**src/rtl/seg_scan_driver.sv**
```systemverilog
// seg_scan_driver
//   Time-multiplexed driver for a 4-digit common-anode 7-segment display.
//   Latches the four symbol codes and decimal-point requests once per frame,
//   decodes each code to active-low cathodes and scans the anodes one digit
//   per slot, keeping all anodes off for the first BLANK_CYC clocks of every
//   slot to avoid ghosting.
//
// Parameters
//   REFRESH_DIV  clocks per digit slot (must be >= BLANK_CYC+2)
//   BLANK_CYC    clocks at the start of each slot with all anodes off
//
// Ports
//   clk         system clock, rising edge
//   rst_n       asynchronous active-low reset
//   en          scan enable; low = display dark
//   seg0..seg3  5-bit symbol codes; seg0 = rightmost digit (an[0])
//   dp_in       decimal point request per digit, 1 = on
//   an          anode select, active-low, one-hot-low while scanning
//   cat         cathodes {g,f,e,d,c,b,a}, active-low
//   dp          decimal-point cathode, active-low
//   frame_tick  one-clock pulse while the snapshot is being loaded

module seg_scan_driver #(
    parameter int unsigned REFRESH_DIV = 100000,
    parameter int unsigned BLANK_CYC   = 16
) (
    input  logic       clk,
    input  logic       rst_n,
    input  logic       en,
    input  logic [4:0] seg0,
    input  logic [4:0] seg1,
    input  logic [4:0] seg2,
    input  logic [4:0] seg3,
    input  logic [3:0] dp_in,
    output logic [3:0] an,
    output logic [6:0] cat,
    output logic       dp,
    output logic       frame_tick
);

    localparam int unsigned PW = (REFRESH_DIV > 1) ? $clog2(REFRESH_DIV) : 1;
    localparam logic [PW-1:0] PRESC_LAST = PW'(REFRESH_DIV - 1);
    localparam logic [PW-1:0] PRESC_BLANK = PW'(BLANK_CYC);

    typedef enum logic [1:0] {
        IDLE,
        LOAD,
        SCAN
    } state_t;

    state_t        state;
    logic [PW-1:0] presc;
    logic [1:0]    idx;
    logic [4:0]    code_snap [4];
    logic [3:0]    dp_snap;

    // Active-low segment font, bit order {g,f,e,d,c,b,a}.
    function automatic logic [6:0] decode(input logic [4:0] c);
        logic [6:0] s;
        s = 7'h7F;
        case (c)
            5'd0:  s = 7'h40;
            5'd1:  s = 7'h79;
            5'd2:  s = 7'h24;
            5'd3:  s = 7'h30;
            5'd4:  s = 7'h19;
            5'd5:  s = 7'h12;
            5'd6:  s = 7'h02;
            5'd7:  s = 7'h78;
            5'd8:  s = 7'h00;
            5'd9:  s = 7'h10;
            5'd10: s = 7'h08;   // A
            5'd11: s = 7'h03;   // b
            5'd12: s = 7'h46;   // C
            5'd13: s = 7'h21;   // d
            5'd14: s = 7'h06;   // E
            5'd15: s = 7'h0E;   // F
            5'd17: s = 7'h3F;   // '-'
            5'd18: s = 7'h09;   // H
            5'd19: s = 7'h47;   // L
            5'd20: s = 7'h0C;   // P
            5'd21: s = 7'h41;   // U
            5'd22: s = 7'h2F;   // r
            5'd23: s = 7'h2B;   // n
            5'd24: s = 7'h23;   // o
            default: s = 7'h7F; // 16 and 25-31: blank
        endcase
        return s;
    endfunction

    always_ff @(posedge clk or negedge rst_n) begin
        if (!rst_n) begin
            state      <= IDLE;
            presc      <= '0;
            idx        <= '0;
            for (int unsigned i = 0; i < 4; i++) code_snap[i] <= 5'd16;
            dp_snap    <= '0;
            an         <= '1;
            cat        <= '1;
            dp         <= 1'b1;
            frame_tick <= 1'b0;
        end else begin
            case (state)
                IDLE: begin
                    an         <= '1;
                    cat        <= '1;
                    dp         <= 1'b1;
                    presc      <= '0;
                    idx        <= '0;
                    frame_tick <= 1'b0;
                    if (en) begin
                        state      <= LOAD;
                        frame_tick <= 1'b1;
                    end
                end

                LOAD: begin
                    // Snapshot completes even if en dropped on this clock.
                    code_snap[0] <= seg0;
                    code_snap[1] <= seg1;
                    code_snap[2] <= seg2;
                    code_snap[3] <= seg3;
                    dp_snap      <= dp_in;
                    frame_tick   <= 1'b0;
                    presc        <= '0;
                    idx          <= '0;
                    an           <= '1;
                    cat          <= '1;
                    dp           <= 1'b1;
                    state        <= en ? SCAN : IDLE;
                end

                SCAN: begin
                    frame_tick <= 1'b0;
                    if (!en) begin
                        state <= IDLE;
                        presc <= '0;
                        idx   <= '0;
                        an    <= '1;
                        cat   <= '1;
                        dp    <= 1'b1;
                    end else begin
                        // Cathodes follow the slot immediately; anodes stay off
                        // during the blanking window so the old pattern never
                        // shows on the new digit.
                        an  <= (presc < PRESC_BLANK) ? 4'b1111 : ~(4'b0001 << idx);
                        cat <= decode(code_snap[idx]);
                        dp  <= ~dp_snap[idx];
                        if (presc == PRESC_LAST) begin
                            presc <= '0;
                            idx   <= idx + 2'd1;
                            if (idx == 2'd3) begin
                                state      <= LOAD;
                                frame_tick <= 1'b1;
                            end
                        end else begin
                            presc <= presc + 1'b1;
                        end
                    end
                end

                default: begin
                    state <= IDLE;
                    an    <= '1;
                    cat   <= '1;
                    dp    <= 1'b1;
                end
            endcase
        end
    end

endmodule

```
**config.mk**
```make
export PLATFORM = sky130hd
export DESIGN_NAME = seg_scan_driver
export DESIGN_NICKNAME = d
export VERILOG_FILES = /design/src/rtl/seg_scan_driver.sv
export SDC_FILE = /design/constraint.sdc
export NUM_CORES = 1
export LEC_CHECK = 0
export CORE_MARGIN = 5
export CORE_UTILIZATION = 50
export DETAILED_ROUTE_END_ITERATION = 10
export PLACE_DENSITY_LB_ADDON = 0.08
export SLEW_MARGIN = 25
export SYNTH_ARGS = -nofsm -noshare
export SYNTH_HDL_FRONTEND = slang
export SYNTH_SLANG_ARGS = --single-unit
```
**constraint.sdc**
```tcl
create_clock -name clk -period 2.1 [get_ports clk]
set_input_delay 0.525 -clock clk [delete_from_list [all_inputs] [get_ports clk]]
set_output_delay 0.525 -clock clk [all_outputs]
set_load 0.005 [all_outputs]
```
## Word-level counts from Yosys, hierarchy flattened

Memory sizes are Yosys's and may differ from the RTL's.
Cells that the tools add are included.

- Flip-flop bits (word level): 58
- Bits in latches: 0
- Bits in writable memories: 0
- Memory bits (read-only): 224
- Bits of input ports: 27
- Output and inout port bits: 13
- Logic and storage cells: 64
- Memories: 1

Memories:

| name | depth | bits a word | read ports | clocked after Yosys merged registers in | write ports | RTL line | source |
|---|---|---|---|---|---|---|---|
| (no name shown) | 32 | 7 | 1 | 0 | 0 | 61 | `case (c)` |

- $add $sub $neg: 2
- Multiply operators: 0
- Div/mod/pow operators: 0
- Magnitude comparators: 3
- Equality and inequality tests: 7
- Shift-type cells: 1
- Muxes and demuxes: 29
- Bitwise logic cells: 3
- Reductions and logical operators: 6

Operators with widths:

| operator | number |
|---|---|
| $mux 17 | 2 |
| $pmux 17 s2 | 1 |
| $add 17x1->17 const B | 1 |
| $eq 17x17->1 const B | 1 |
| $lt 17x5->1 const B | 1 |
| $mux 2 | 7 |
| $mux 7 | 2 |
| $mux 4 | 3 |
| $bmux 5 s2 | 1 |
| $mux 5 | 2 |
| $mux 1 | 7 |
| $ne 3x3->1 const B | 2 |
| $pmux 2 s3 | 1 |
| $eq 2x2->1 const B | 2 |
| $not 4->4 | 1 |
| $pmux 2 s2 | 1 |
| $shl 1x2->4 const A | 1 |
| $ge 3x3->1 const B | 1 |
| $lt 2x3->1 const B | 1 |
| $not 2->3 | 1 |
| $pmux 1 s3 | 1 |
| $reduce_and 3->1 | 1 |
| $reduce_bool 3->1 | 1 |
| $add 2x1->2 const B | 1 |
| other kinds (8) | 8 |

## Depth between registers and ports, before layout

An unclocked memory read counts as a cell.

- Depth in word-level cells: 7
- Mapped depth: 8
- Depth with buffers taken out: 7

## Worst setup path after synthesis

No wires, ideal clock.

- Path type: register to register
- Start point: register idx[0]
- End point: register cat[2]
- Setup time: 0.082 ns
- Arrival: 2.062 ns
- Required time: 2.018 ns
- Path slack: -0.043 ns
- Cell stages (with the launch flop): 9
- Buffers on the path: 1
- Clock period less this slack: 2.143 ns
- Cells stage by stage: dfrtp_1 > buf_6 > mux4_1 > inv_1 > ha_1 > mux2i_1 > nor2_1 > nor3_1 > a211o_1

- Cells in the longest elaborated chain, start to end: 7

Ends and longest elaborated chain:

| what | RTL line | source |
|---|---|---|
| start, declared | 53 | `logic [1:0] idx;` |
| start signal, assigned | 151 | `idx <= idx + 2'd1;` |
| $not 2->3 (implied by the code) | 147 | `cat <= decode(code_snap[idx]);` |
| $bmux 5 s2 | 147 |  |
| $mux 5 (implied by the code) (2 in a row) | 147 |  |
| $mem_v2 32x7 | -- |  |
| $mux 7 | 135 | `if (!en) begin` |
| $mux 7 | 103 | `case (state)` |
| end signal, assigned | 147 |  |
| end, declared | 36 | `output logic [6:0] cat,` |

Every way passes these cells. The select of a mux whose other input is x is not followed.
A chain may end at the register's enable or synchronous reset.

## Final worst setup path

- Start point: register idx[0]
- End point: register cat[4]

Same word-level chain as after synthesis.

==> flow_summary_export.csv <==
group,metric,value,unit
status,outcome,"complete, no violations",
drt,dr.pass1.iters,4,
timing,fin_crit_sh,93.21,%
synth,avgSynthCellArea,11.07,um^2
drt,avgRoutedWirePerCell,15.29,um
job,max_cap_viol_count,0,
timing,hold_slack,184.9,ps
die,coreArea,0.006350,mm^2
synth,synth-edff-count,0,
placed_design,dp.cells,412,
clock_tree,worstSkewPairLatency,330,ps
die,num_rows,29,
power_and_ir_drop,irDropWorstVdd,0.9255,mV
clock_tree,max-clock-path-buffers,2,
timing,setup_viol_count_final,0,
synth,syn-num-nets,340,
global_route,grt_pass1_vias,2386,
final_layout,final_cells,428,
global_route,grt_max_degree,59,
drt,vias_per_cell,5.512,
timing,setup_ws,142.5,ps
global_route,grt_pass1_wl,11.58,mm
timing,clock.fmax,0.5109,GHz
synth,synth_seq_cells,58,
final_layout,layout-drive-gt1-share,25.07,%
clock_tree,numCtsBuffers,9,
synth,syn_inst,295,
clock_tree,h-tree-depth,3,
final_layout,antenna_cells,0,
worst_setup_path,endpoint_kind,"flop",
drt,num_vias,2359,
global_route,track_usage,17.34,%
timing,tns,0,ps
synth,ys.flop_type,"dfrtp_1",
clock_tree,root_buffer,"clkbuf_8",
global_route,grt_overflow,0,
worst_hold_path,worstHoldPathType,"in -> async",
synth,synth_area,0.003267,mm^2
timing,slew_headroom,70.36,%
timing,skew,9.077,ps
drt,ant_nets,0,
die,fp.dieH,90.83,um
worst_setup_path,cp_data_arrival_time,2240,ps
drt,drc,0,
final_layout,register_area,0.001473,mm^2
worst_setup_path,crit_required,2380,ps
power_and_ir_drop,power.total,4991,uW
die,die_w,90.83,um
final_layout,final_nets,391,
synth,synth-async-reset-ratio,100.0,%
global_route,antenna_found_initial,0,
final_layout,final_common_cell,"dfrtp_1",
power_and_ir_drop,leakagePower,0.001658,uW
synth,yosys_warnings,0,
timing,rsz0062_at_grt,"no",
clock_tree,cts_tree,"done",
synth,yosysUniqueCellTypes,53,
worst_setup_path,crit_type,"reg -> reg",
placed_design,port_buffers,39,
worst_setup_path,critPathMaxFanout,5,
power_and_ir_drop,powerDensity,1254,mW/mm^2
placed_design,place_congestion,0.8279,
worst_setup_path,critPathLaunchType,"flop",
final_layout,layout_common_cells,"41 x dfrtp_1, 38 x clkdlybuf4s50_1, 29 x nand2_1",
clock_tree,cts.sinks,58,
timing,fin_crit,1957,ps
final_layout,nFillCells,527,
clock_tree,clkTransAtPathRegs,70,ps
synth,ys_seq_area_share,45.04,%
drt,wl,6.545,mm
die,start_util,51.45,%
die,die_area,0.008250,mm^2
timing,slew_violations,0,
drt,drtIter0Drc,113,
die,io_pins,40,
timing,worst_pin_slew,444.6,ps
placed_design,dp_hpwl,4.800,mm
placed_design,dp_slack,74.38,ps
final_layout,syn_to_final_growth,21.83,%
timing,hold_viol_final,0,
final_layout,multiInputGateArea,0.001638,mm^2
per-stage QoR:
step | cell area (um^2) | util [%]
after floorplan | 3259 | -
after global placement | 3779 | 59.51
after detailed placement | 3779 | 59.51
after CTS | 3976 | 62.62
after global routing | 3980 | 62.68
final | 3980 | 62.68
cells by family (layout without fill, tap and decap cells):
family | count (synthesis) | count (layout) | share of synthesized area (%)
compound gates | 44 | 44 | 8.541
buf+inv | 29 | 85 | 4.672
fa+ha+maj | 18 | 18 | 6.894
simple gates | 92 | 92 | 14.40
flops | 58 | 58 | 45.04
mux | 44 | 44 | 17.77
xor+xnor | 10 | 10 | 2.681
routing by layer:
metal  part of all wire [%]  global-route usage [%]
met4                   0.84                   6.479
met1                     49                   24.93
met5                      0                       0
met3                    5.5                   5.083
met2                     45                   24.64
path summary, 6_finish.rpt:
path / from / end / slack [ps] / cells after the start
setup / recovery: idx[0] / cat[4] / 140 / 7
hold / removal: rst_n / presc[12] / 180 / 2
setup reg to reg: idx[0] / cat[4] / 140 / 7
hold reg to reg: frame_tick / frame_tick / 500 / 2
max in group asynchronous: rst_n / code_snap[14] / 1610 / 2
min in group clk: frame_tick / frame_tick / 500 / 2
state kept, by name (all words and copies together) (netlist names):
| signal | count |
|---|---|
| an | 4 |
| cat | 7 |
| code_snap | 20 |
| dp | 1 |
| dp_snap | 4 |
| frame_tick | 1 |
| idx | 2 |
| presc | 17 |
| state | 2 |
layout make-up:
| cell class | count | share of cell area, % |
|---|---|---|
| clock buffer | 14 | 4.087 |
| sequential | 58 | 37.00 |
| inverter | 14 | 1.446 |
| tap | 77 | 2.421 |
| clock inverter | 2 | 0.8802 |
| timing repair buffer | 55 | 13.01 |
| multi-input combinational | 208 | 41.15 |
where the power goes:
part	internal, uW	leakage (uW)	total, uW	switching [uW]
logic	1150	0.000852	2260	1110
registers	1480	0.000705	1690	214
clock network	613	0.000101	1040	424
total	3240	0.00166	4990	1750
repair_timing:
| item | CTS | global route |
|---|---|---|
| hold buffers | 0 | 0 |
| gates resized for setup | 0 | 2 |
| buffers inserted | 0 | 0 |
| endpoints found under the setup margin | 0 | 4 |
Yosys cell counts, types with 2 or more instances:
cell type	instances	area (um^2)
a21oi_1	7	35.03
a31oi_1	6	37.54
and3_1	5	31.28
buf_4	2	15.01
buf_6	4	45.04
clkbuf_1	7	26.28
dfrtp_1	42	1051
dfstp_2	16	420.4
ha_1	18	225.2
inv_1	12	45.04
mux2_2	26	292.8
mux2i_1	10	100.1
mux4_1	4	105.1
mux4_2	3	67.56
nand2_1	29	108.9
nand2b_1	4	25.02
nand3_1	10	50.05
nand4_1	5	31.28
nor2_1	18	67.56
nor2b_1	2	12.51
nor3_1	9	45.04
nor4_1	2	12.51
o21ai_0	10	50.05
o21ai_1	5	25.02
o221ai_1	2	17.52
o31ai_1	2	15.01
xnor2_1	5	43.79
xor2_1	5	43.79
critical path, cell delays in order (launching register included):
cell,delay [ps]
dfrtp_2,410
mux4_2,520
inv_1,150
buf_4,140
ha_1,220
mux2i_1,100
o221ai_1,200
o31a_1,170
Power figures use the tool's default switching activity.
